$ cat src/rtl/n_mac_pkg.sv
// Shared types and defaults for the N-MAC controller and its accumulator sequencer.
package n_mac_pkg;

    localparam int unsigned N_ADDR_W = 13;
    localparam int unsigned N_DATA_W = 32;
    localparam logic [31:0] FP_ZERO  = 32'h0000_0000;

    typedef enum logic [1:0] {
        IDLE,
        FEED,
        REDUCE,
        DONE
    } acc_state_t;

endpackage

$ cat src/rtl/n_acc_reduce.sv
// Lane reduction: pairs adder results through a single hold register until one partial remains.
module n_acc_reduce
    import n_mac_pkg::*;
#(
    parameter int unsigned ADDR_W  = N_ADDR_W,
    parameter int unsigned DATA_W  = N_DATA_W,
    parameter int unsigned ADD_LAT = 3
) (
    input  logic              clk,
    input  logic              rst,
    input  logic              init_i,
    input  logic              en_i,
    input  logic [ADDR_W-1:0] len_i,
    input  logic              feed_issue_i,
    input  logic              feed_take_i,
    input  logic              vout_i,
    input  logic [DATA_W-1:0] sum_i,
    output logic              pair_o,
    output logic [DATA_W-1:0] hold_o,
    output logic [DATA_W-1:0] final_o,
    output logic              done_o
);

    localparam int unsigned CNT_W = 4;

    logic [CNT_W-1:0]  live_q, live_d;
    logic [CNT_W-1:0]  infl_q, infl_d;
    logic              full_q, full_d;
    logic [DATA_W-1:0] hold_q, hold_d;
    logic              arrive;
    logic              capture;

    always_comb begin
        arrive  = en_i & vout_i;
        pair_o  = arrive & full_q;
        capture = arrive & ~full_q;
        hold_d  = hold_q;
        full_d  = full_q;
        live_d  = live_q;
        // Every issue (feed or pair) adds one op in flight; every consumed result removes one.
        infl_d  = infl_q + CNT_W'(feed_issue_i) + CNT_W'(pair_o)
                - CNT_W'(feed_take_i) - CNT_W'(arrive);
        if (capture) begin
            hold_d = sum_i;
            full_d = 1'b1;
        end
        if (pair_o) begin
            full_d = 1'b0;
            live_d = live_q - CNT_W'(1);
        end
        if (init_i) begin
            hold_d = DATA_W'(FP_ZERO);
            full_d = 1'b0;
            infl_d = '0;
            live_d = (len_i >= ADDR_W'(ADD_LAT - 1)) ? CNT_W'(ADD_LAT)
                                                     : CNT_W'(len_i) + CNT_W'(1);
        end
        done_o  = en_i && (live_q == CNT_W'(1)) && full_d && (infl_d == '0);
        final_o = hold_d;
        hold_o  = hold_q;
    end

    always_ff @(posedge clk or posedge rst) begin
        if (rst) begin
            live_q <= '0;
            infl_q <= '0;
            full_q <= 1'b0;
            hold_q <= '0;
        end else begin
            live_q <= live_d;
            infl_q <= infl_d;
            full_q <= full_d;
            hold_q <= hold_d;
        end
    end

endmodule

$ cat src/rtl/n_acc_sequencer.sv
// Accumulator sequencer: streams acc_len+1 products through the pipelined adder and returns their sum.
module n_acc_sequencer
    import n_mac_pkg::*;
#(
    parameter int unsigned ADDR_W  = N_ADDR_W,
    parameter int unsigned DATA_W  = N_DATA_W,
    parameter int unsigned ADD_LAT = 3
) (
    input  logic              clk,
    input  logic              rst,
    input  logic              acc_start,
    input  logic [ADDR_W-1:0] acc_len,
    output logic [ADDR_W-1:0] ram_addr_rd,
    input  logic [DATA_W-1:0] ram_rd_data,
    output logic [DATA_W-1:0] add_a,
    output logic [DATA_W-1:0] add_b,
    output logic              add_valid_in,
    input  logic [DATA_W-1:0] add_sum,
    input  logic              add_valid_out,
    output logic [DATA_W-1:0] acc_result,
    output logic              acc_finish,
    output logic              busy
);

    localparam int unsigned FLUSH_W = 4;

    acc_state_t        state_q, state_d;
    logic [ADDR_W-1:0] len_q, len_d;
    logic [ADDR_W-1:0] addr_q, addr_d;
    logic [ADDR_W-1:0] idx_q, idx_d;
    logic              rd_pend_q, rd_pend_d;
    logic              last_rd_q, last_rd_d;
    logic [DATA_W-1:0] result_q, result_d;
    logic [FLUSH_W-1:0] flush_q;
    logic              vout;
    logic              feed_issue, feed_take, red_init, red_en;
    logic              pair, red_done;
    logic [DATA_W-1:0] hold, final_sum;

    // Results still draining from before a reset are masked for one adder latency.
    assign vout        = add_valid_out & (flush_q == '0);
    assign ram_addr_rd = addr_q;
    assign acc_result  = result_q;

    n_acc_reduce #(
        .ADDR_W  (ADDR_W),
        .DATA_W  (DATA_W),
        .ADD_LAT (ADD_LAT)
    ) u_reduce (
        .clk          (clk),
        .rst          (rst),
        .init_i       (red_init),
        .en_i         (red_en),
        .len_i        (acc_len),
        .feed_issue_i (feed_issue),
        .feed_take_i  (feed_take),
        .vout_i       (vout),
        .sum_i        (add_sum),
        .pair_o       (pair),
        .hold_o       (hold),
        .final_o      (final_sum),
        .done_o       (red_done)
    );

    always_comb begin
        state_d      = state_q;
        len_d        = len_q;
        addr_d       = addr_q;
        idx_d        = idx_q;
        rd_pend_d    = 1'b0;
        last_rd_d    = last_rd_q;
        result_d     = result_q;
        feed_issue   = 1'b0;
        feed_take    = 1'b0;
        red_init     = 1'b0;
        red_en       = 1'b0;
        add_a        = DATA_W'(FP_ZERO);
        add_b        = DATA_W'(FP_ZERO);
        add_valid_in = 1'b0;
        acc_finish   = 1'b0;
        busy         = 1'b0;
        unique case (state_q)
            IDLE: begin
                if (acc_start) begin
                    len_d     = acc_len;
                    addr_d    = '0;
                    idx_d     = '0;
                    last_rd_d = 1'b0;
                    red_init  = 1'b1;
                    state_d   = FEED;
                end
            end
            FEED: begin
                busy = 1'b1;
                if (!last_rd_q) begin
                    rd_pend_d = 1'b1;
                    if (addr_q == len_q) last_rd_d = 1'b1;
                    else                 addr_d    = addr_q + ADDR_W'(1);
                end
                if (rd_pend_q) begin
                    feed_issue   = 1'b1;
                    add_valid_in = 1'b1;
                    add_a        = ram_rd_data;
                    if (idx_q >= ADDR_W'(ADD_LAT)) begin
                        feed_take = 1'b1;
                        add_b     = add_sum;
                    end
                    if (idx_q == len_q) state_d = REDUCE;
                    else                idx_d   = idx_q + ADDR_W'(1);
                end
            end
            REDUCE: begin
                busy   = 1'b1;
                red_en = 1'b1;
                if (pair) begin
                    add_valid_in = 1'b1;
                    add_a        = hold;
                    add_b        = add_sum;
                end
                if (red_done) begin
                    result_d = final_sum;
                    state_d  = DONE;
                end
            end
            DONE: begin
                acc_finish = 1'b1;
                state_d    = IDLE;
            end
            default: state_d = IDLE;
        endcase
    end

    always_ff @(posedge clk or posedge rst) begin
        if (rst) begin
            state_q   <= IDLE;
            len_q     <= '0;
            addr_q    <= '0;
            idx_q     <= '0;
            rd_pend_q <= 1'b0;
            last_rd_q <= 1'b0;
            result_q  <= DATA_W'(FP_ZERO);
        end else begin
            state_q   <= state_d;
            len_q     <= len_d;
            addr_q    <= addr_d;
            idx_q     <= idx_d;
            rd_pend_q <= rd_pend_d;
            last_rd_q <= last_rd_d;
            result_q  <= result_d;
        end
    end

    always_ff @(posedge clk or posedge rst) begin
        if (rst)                flush_q <= FLUSH_W'(ADD_LAT);
        else if (flush_q != '0) flush_q <= flush_q - FLUSH_W'(1);
    end

endmodule
$ cat config.mk
export PLATFORM = sky130hd
export DESIGN_NAME = n_acc_sequencer
export DESIGN_NICKNAME = d
export VERILOG_FILES = /design/src/rtl/n_mac_pkg.sv /design/src/rtl/n_acc_reduce.sv /design/src/rtl/n_acc_sequencer.sv
export SDC_FILE = /design/constraint.sdc
export NUM_CORES = 1
export LEC_CHECK = 0
export ABC_AREA = 1
export CAP_MARGIN = 10
export CORE_ASPECT_RATIO = 0.75
export CORE_UTILIZATION = 40
export CTS_CLUSTER_SIZE = 8
export DETAILED_ROUTE_END_ITERATION = 7
export PLACE_DENSITY = 0.72
export SKIP_CTS_REPAIR_TIMING = 1
export SYNTH_ARGS = -nofsm -noshare
export SYNTH_HDL_FRONTEND = slang
export SYNTH_SLANG_ARGS = --single-unit
$ cat constraint.sdc
create_clock -name clk -period 8.58 [get_ports clk]
set_input_delay 0.858 -clock clk [delete_from_list [all_inputs] [get_ports clk]]
set_output_delay 0.858 -clock clk [all_outputs]
set_load 0.01 [all_outputs]
==> results, run 1 <==
- The run finished with clean final reports.
- The analysis attributes to cell leakage a power of 0.00449 uW.
- The deepest level of the CTS H-tree is 4.
- The post-detailed-route DRC marker count is 0.
- The transition time at the pin with the least slew margin is 1.09 ns.
- Setup repair after global routing left no endpoint under its margin.
- When the netlist entered floorplanning its net count stood at 1093.
- The category of the worst setup path capture point is a register.
- The root buffer selected by CTS is sky130_fd_sc_hd__clkbuf_16.
- After synthesis, the netlist uses 34 different library cells.
- The final count of hold timing violations is 0.
- The routability-driven placement congestion ratio is 0.918.
- Setup violations remaining at the end of the flow were counted as 0.
- Summed over all layers, the routed wires come to 22300 um.
- The die outline height is 117 um.
- For this design, the slowest cell found on the critical path is sky130_fd_sc_hd__fa_1.
- The time the final worst path needs with I/O delays and setup is 5.26 ns.
- The synthesized design contains 0 enable-type register cells.
- TritonCTS built the clock tree.
- The post-place setup slack is 3.37 ns.
- The number of core rows is 41.
- The category of the critical setup timing path is register to register.
- Once detailed placement completed, the half-perimeter wirelength came to 15600 um.
- After synthesis, the share of flip-flops with an asynchronous set or reset is 1.00.
- After technology mapping, the gate count stands at 993.
- In this design, the stage delay of the slowest critical-path cell is 0.51 ns.
- The primary flip-flop cell chosen by synthesis mapping is sky130_fd_sc_hd__dfrtp_1.
- The via density per instance is 5.09.
- The average instance area after synthesis is 7.09 um^2.
- The clock passes through at most 2 buffers.
- The first global-routing pass estimated 34300 um of wire.
- The via count of the first global-routing pass is 6352.
- The routed wire length per instance is 15.9 um.
- In this run the count of I/O pins placed on the die edge is 193.
- After routing, the total negative slack on setup checks comes to 0 ns.
- After synthesis the cells add up to 7040 um^2.
- The leftover overflow at the end of global routing is 0.
- The initial antenna violation count is 0.
- For this block, the via count after detailed routing is 7155.
- The number of nets at the end of the flow is 1257.
- Leaving out fill and tap cells, the most frequent cell in the layout is sky130_fd_sc_hd__nand2_1.
- The power density normalized to cell area is 259 nW/um^2.
- Hold is met by 0.477 ns.
- The timing-limited maximum frequency is 0.190 GHz.
- The largest voltage drop on the vdd net is 0.165 mV.
- The clock sink total is 120.
- The overall die width is 155 um.
- From synthesis to final layout, the design area changed by 37.0%.
- The register area is 3010 um^2.
- The worst-skew pair later-pin latency is 0.42 ns.
- The final clock period utilization by the worst path is 0.614.
- The path type of the worst min-delay path is register to register.
- The highest net fanout along the worst path is 36.
- The final clock skew is 0.00982 ns.
- STA classifies the critical path startpoint as a register.
- After synthesis the netlist holds a flip-flop and latch count of 120.
- The clock slew at the register clock pins of the worst setup and hold paths is 0.06 ns.
- The total number of yosys warnings is 0.
- The max-slew violation total from the final report was 0.
- The data arrival time at the worst-slack endpoint is 5.62 ns.
- The area used by multi-input combinational logic is 3380 um^2.
- For this run, the detailed router's first-pass iteration total came to 5.
- The worst endpoint required time is 8.94 ns.
- The maximum number of pins on one net before global-route repair is 67.
- Walking the worst path, the cells encountered are inv_1 > ha_1 > inv_1 > nor3_1 > and3_1 > ha_1 > buf_4 > inv_1 > fa_1 > fa_1 > inv_1 > ha_1 > fa_1 > nand2_1 > nand4_1 > nor2_1 > nand2_1 > buf_4 > inv_2 > nand2_1 > nand2_1.
- Clock tree synthesis inserted a total of 17 buffers.
- The max-capacitance violation count is 0.
- The repair_antennas step left the layout with diodes totalling 0.
- The slack of the critical path is 3.32 ns.
- In this run the standard cell core region covers 17000 um^2.
- Across every metal layer, demand over resource in global routing totals 0.247.
- The die covers 18100 um^2.
- Fill cells in the final layout number 1568.
- The share of the Yosys chip area taken by registers is 0.427.
- In this run the tool buffered the top-level ports with 192 buffer cells.
- The number of DRC markers in iteration 0 is 735.
- The number of routed nets with antenna violations is 0.
- Measured against its own limit, the worst slew margin works out to 0.274.
- In the final layout, the share of cells above drive strength 1 is 0.0496.
- Leaving out fill and tap cells, the most frequent cells in the layout are sky130_fd_sc_hd__nand2_1, sky130_fd_sc_hd__clkdlybuf4s50_1, sky130_fd_sc_hd__dfrtp_1.
- The initial utilization of the core area, before any placement, comes to 0.413.
cell type report:
cell class / instances / share of cell area
clock inverter: 13 / 0.0153
inverter: 106 / 0.0416
sequential: 120 / 0.312
timing repair buffer: 198 / 0.205
tap: 236 / 0.0306
clock buffer: 19 / 0.0449
multi-input combinational: 714 / 0.351
worst max-delay path: cells and delay by family (launching register included):
kind	cells	cell delay [ns]
DFF	1	0.36
buffers and inverters	7	1.51
and+or+nand+nor	8	1.49
adders and majority gates	6	1.82
state kept, by name (all words and copies together), names as in the netlist, 4 cells and up:
| register | flops |
|---|---|
| acc_result | 32 |
| flush_q | 4 |
| idx_q | 13 |
| len_q | 13 |
| ram_addr_rd | 13 |
| u_reduce.hold_o | 32 |
| u_reduce.infl_q | 4 |
| u_reduce.live_q | 4 |
layer usage:
layer / global-route usage / part of all wire
met1: 0.365 / 0.48
met2: 0.356 / 0.43
met3: 0.0582 / 0.069
met4: 0.0766 / 0.019
met5: 0 / 0
through the flow:
step	std cells	total power [uW]	cell area (um^2)	utilization
5_1_grt	1406	2640	9640	0.566
4_1_cts	1405	2480	9620	0.565
6_report	1406	2490	9640	0.566
2_1_floorplan	993	1450	7040	-
3_5_place_dp	1373	1770	9040	0.531
3_3_place_gp	1373	1750	9040	0.531
synthesized netlist by cell type (5+ instances only):
cell type	number	area, um^2
sky130_fd_sc_hd__dfrtp_1	118	2950
sky130_fd_sc_hd__nand2_1	336	1260
sky130_fd_sc_hd__xnor2_1	7	61.3
sky130_fd_sc_hd__buf_2	22	110
sky130_fd_sc_hd__xor2_1	10	87.6
sky130_fd_sc_hd__clkbuf_1	24	90.1
sky130_fd_sc_hd__o21ai_0	52	260
sky130_fd_sc_hd__nor2_1	99	372
sky130_fd_sc_hd__a21oi_1	70	350
sky130_fd_sc_hd__nand3_1	52	260
sky130_fd_sc_hd__nand4_1	39	244
sky130_fd_sc_hd__inv_1	100	375
sky130_fd_sc_hd__nor3_1	5	25.0
sky130_fd_sc_hd__inv_2	6	22.5
sky130_fd_sc_hd__ha_1	16	200
cell families after synthesis:
logic type      synth area share
simple gates               0.328
buf+inv                   0.0928
compound gates            0.0941
flops                      0.427
fa+ha+maj                 0.0370
xor+xnor                  0.0212
path summary, 6_finish.rpt:
kind | from | endpoint | slack (ns) | cells after the start
setup reg to reg | flush_q[0] | acc_result[30] | 3.32 | 21
hold reg to reg | last_rd_q | rd_pend_q | 0.48 | 1
min in group asynchronous | rst | flush_q[3] | 0.88 | 2
hold / removal | last_rd_q | rd_pend_q | 0.48 | 1
max in group asynchronous | rst | acc_result[13] | 6.41 | 3
setup / recovery | flush_q[0] | acc_result[30] | 3.32 | 21
power by group:
group	total, uW	switching (uW)	internal [uW]
registers	858	131	727
clock network	708	278	430
logic	926	610	316
Note: power is estimated with default switching activity, not from simulation.
==> inputs of run 2 (changes only) <==
- PLACE_DENSITY: 0.72 -> 0.75
- clock period: 8.58 -> 4.83 ns (I/O delays scaled with it)
==> run 2 against run 1 <==
Net effect:
- register-to-register slack got worse by 2.6 ns
- largest power group unchanged
- clock power rose by 94%
- final cell count rose by 0.21%
- sequential power rose by 77%
- clock skew rose by 0.0055 ns
- setup slack got worse by 2.6 ns
- highest routed layer unchanged
- non-clock buffer count rose by 3
- die area did not move
- largest cell class unchanged
==> results, run 2 (synthesis gave the netlist of run 1 again) <==
- The top cell types in the final layout, fill and taps aside, are sky130_fd_sc_hd__nand2_1, sky130_fd_sc_hd__clkdlybuf4s50_1, sky130_fd_sc_hd__dfrtp_1.
- The startpoint of the worst-slack reg-to-reg timing path is flush_q[0].
- The met2 layer wire length in the routed design is 9920 um (+3.0%).
- The final count of hold timing violations was 0 (unchanged).
- The leftover overflow at the end of global routing was 0 (unchanged).
- The cell area reported after detailed placement is 9070 um^2 (+0.33%).
- The area growth from synthesis to layout is 38.0%.
- The CTS buffer count is 17 (unchanged).
- STA classifies the critical path startpoint as a register.
- The routed via count is 7133 (-0.31%).
- The max-capacitance violation count was 0 (unchanged).
- The leakage power of the design is 0.00453 uW (+1.0%).
- The clock sink total was 120 (unchanged).
- The library cell used most frequently in the layout, excluding fill and tap cells, is sky130_fd_sc_hd__nand2_1.
- The maximum number of pins on one net before global-route repair came to 65 (-3.0%).
- The routed wire length per instance is 15.8 um (-0.51%).
- The die outline height was 117 um (unchanged).
- The worst register-to-register path ends at acc_result[7].
- The placeable core region is 17000 um^2 (unchanged).
- The number of routed nets with antenna violations came to 0 (unchanged).
- The overall die width is 155 um (unchanged).
- The proportion of power drawn by combinational gates is 0.363 (-0.009).
- The data arrival time at the worst-slack endpoint was 4.47 ns (-1.15 ns).
- The share of total power in sequential cells is 0.335 (-0.009).
- The global-route usage over all layers was 0.247 (-0.000514).
- The timing-limited maximum frequency is 0.242 GHz (+28%).
- The final clock skew is 0.0153 ns (+0.00550 ns).
- The area of all placed cells without fillers is 9710 um^2 (+0.73%).
- The highest net fanout along the worst path is 32 (-11%).
- The transition time at the pin with the least slew margin is 1.16 ns (+0.0681 ns).
- The post-detailed-route DRC marker count is 0 (unchanged).
- The overall routed net length is 22300 um (-0.30%).
- In this run the worst hold path is classified as register to register.
- The count of final setup violators is 0 (unchanged).
- The proportion of layout cells with a drive suffix above 1 is 0.0529 (+0.00328).
- The worst hold path depth is 2 (+1).
- The switching share of total power is 0.395 (-0.0138).
- The via density per instance came to 5.06 (-0.52%).
- The detailed-route wire length on metal 1 is 10700 um (-0.37%).
- TritonCTS built the clock tree.
- The worst endpoint required time is 5.18 ns (-3.76 ns).
- The max-slew violation total from the final report was 0 (unchanged).
- The number of nets at the end of the flow is 1260 (+0.24%).
- The category of the critical setup timing path is register to register.
- The wire length on met3 is 1490 um (-3.9%).
- The number of DRC markers in iteration 0 is 656 (-11%).
- The maximum number of buffers from clock root to sink is 2 (unchanged).
- The time the final worst path needs with I/O delays and setup came to 4.13 ns (-1.14 ns).
- The final clock period utilization by the worst path is 0.854 (+0.241).
- The destination of the worst hold path is acc_result[5].
- The power density normalized to cell area is 466 nW/um^2 (+80%).
- The root buffer selected by CTS is sky130_fd_sc_hd__clkbuf_16.
- The overall power of the completed layout was 4530 uW (+82%).
- The total of buffers placed on input and output ports is 192 (unchanged).
- The full die area was 18100 um^2 (unchanged).
- The run finished with clean final reports.
- The category of the worst setup path capture point is a register.
- The number of antenna repair diodes is 0 (unchanged).
- The routability-driven placement congestion ratio came to 0.913 (-0.59%).
- The worst slew slack as a fraction of its limit is 0.229 (-0.0455).
- The slack of the worst reg-to-reg path is 0.70 ns (-2.61 ns).
- The cell-internal power is 2740 uW (+86%).
- The placed wire-length estimate came to 15900 um (+1.8%).
- The deepest level of the CTS H-tree is 4 (unchanged).
- The highest metal layer carrying signal wires in the routed design is met4.
- The largest voltage drop on the vdd net is 0.314 mV (+91%).
- The initial antenna violation count is 0 (unchanged).
- The net switching power came to 1790 uW (+76%).
- The I/O pin count is 193 (unchanged).
- The hold path startpoint is acc_result[5].
- The number of core rows is 41 (unchanged).
- The starting density of the core is 0.413 (unchanged).
- The final-layout setup total negative slack is 0 ns (unchanged).
- The first-pass GRT wire length is 34900 um (+1.6%).
- The part of the total power dissipated in the clock network came to 0.302 (+0.018).
- The worst-skew pair later-pin latency is 0.41 ns (about the same).
- The via count of the first global-routing pass is 6499 (+2.3%).
- The clock slew at the register clock pins of the worst setup and hold paths is 0.06 ns (about the same).
- Setup repair after global routing left no endpoint under its margin.
- The depth of the worst register-to-register path was 19 (-9.5%).
- The number of search-and-repair iterations in the first detailed-routing pass is 7 (+2).
[run 2: cell types whose count changed in the layout (fill, tap and decap cells not counted), sizes merged]
cell	previous run	this run
buf	6	9
bufinv	2	4
clkinvlp	4	2
[run 2: area by class of cell]
cell class | instances | area, um^2
timing repair buffer | 201 | 1990
multi-input combinational | 714 | 3380
inverter | 106 | 400
clock buffer | 19 | 443
tap | 236 | 295
fill | 1600 | 7330
clock inverter | 13 | 193
sequential | 120 | 3010
[run 2: worst max-delay path: stages (launching register included)]
cell and delay, ns:
sky130_fd_sc_hd__dfstp_2 0.36, sky130_fd_sc_hd__inv_1 0.11, sky130_fd_sc_hd__ha_1 0.17, sky130_fd_sc_hd__inv_1 0.04, sky130_fd_sc_hd__nor3_1 0.20, sky130_fd_sc_hd__and3_1 0.30
sky130_fd_sc_hd__ha_1 0.20, sky130_fd_sc_hd__inv_1 0.09, sky130_fd_sc_hd__fa_1 0.49, sky130_fd_sc_hd__fa_1 0.40, sky130_fd_sc_hd__inv_1 0.06, sky130_fd_sc_hd__ha_1 0.15
sky130_fd_sc_hd__fa_1 0.40, sky130_fd_sc_hd__nand2_1 0.09, sky130_fd_sc_hd__nand4_1 0.09, sky130_fd_sc_hd__nor2_1 0.12, sky130_fd_sc_hd__nand2_1 0.12, sky130_fd_sc_hd__inv_2 0.46
sky130_fd_sc_hd__nand2_1 0.12, sky130_fd_sc_hd__nand2_1 0.08
[run 2: power groups by stage]
stage          clock (uW)  sequential (uW)  combinational (uW)
3_5_place_dp            0             1520                1620
6_report             1370             1520                1640
4_1_cts              1370             1510                1630
3_3_place_gp            0             1520                1590
5_1_grt              1420             1550                1830
2_1_floorplan           0             1470                1100
[run 2: worst max path at each step]
stage,slack [ns],cells past startpoint,start,end
6_report,0.70,19,flush_q[0],acc_result[7]
5_1_grt,0.38,19,flush_q[0],acc_result[8]
4_1_cts,0.73,19,flush_q[0],acc_result[13]
3_5_place_dp,0.67,16,add_valid_out,acc_result[25]
3_3_place_gp,0.81,16,add_valid_out,acc_result[8]
2_1_floorplan,0.67,21,state_q[0],state_q[0]
[run 2: stage by stage]
step	setup WS (ns)	utilization	std cells	hold WS, ns
finish	0.704	0.570	1409	0.479
detailed placement	0.675	0.533	1377	0.464
CTS	0.731	0.570	1409	0.479
floorplan	0.669	-	993	0.427
global placement	0.811	0.533	1377	0.464
global route	0.377	0.570	1409	0.504
[run 2: metal layers]
metal	GRT usage	vias up
li1	-	3479
met1	0.375	3369
met2	0.363	272
met3	0.0409	13
met4	0.0594	0
met5	0	-
==> inputs of run 3 (changes only) <==
- SKIP_LAST_GASP: not set -> 1
==> results of run 3 <==
The final DEF is identical to that of run 2; final timing and power are the same.
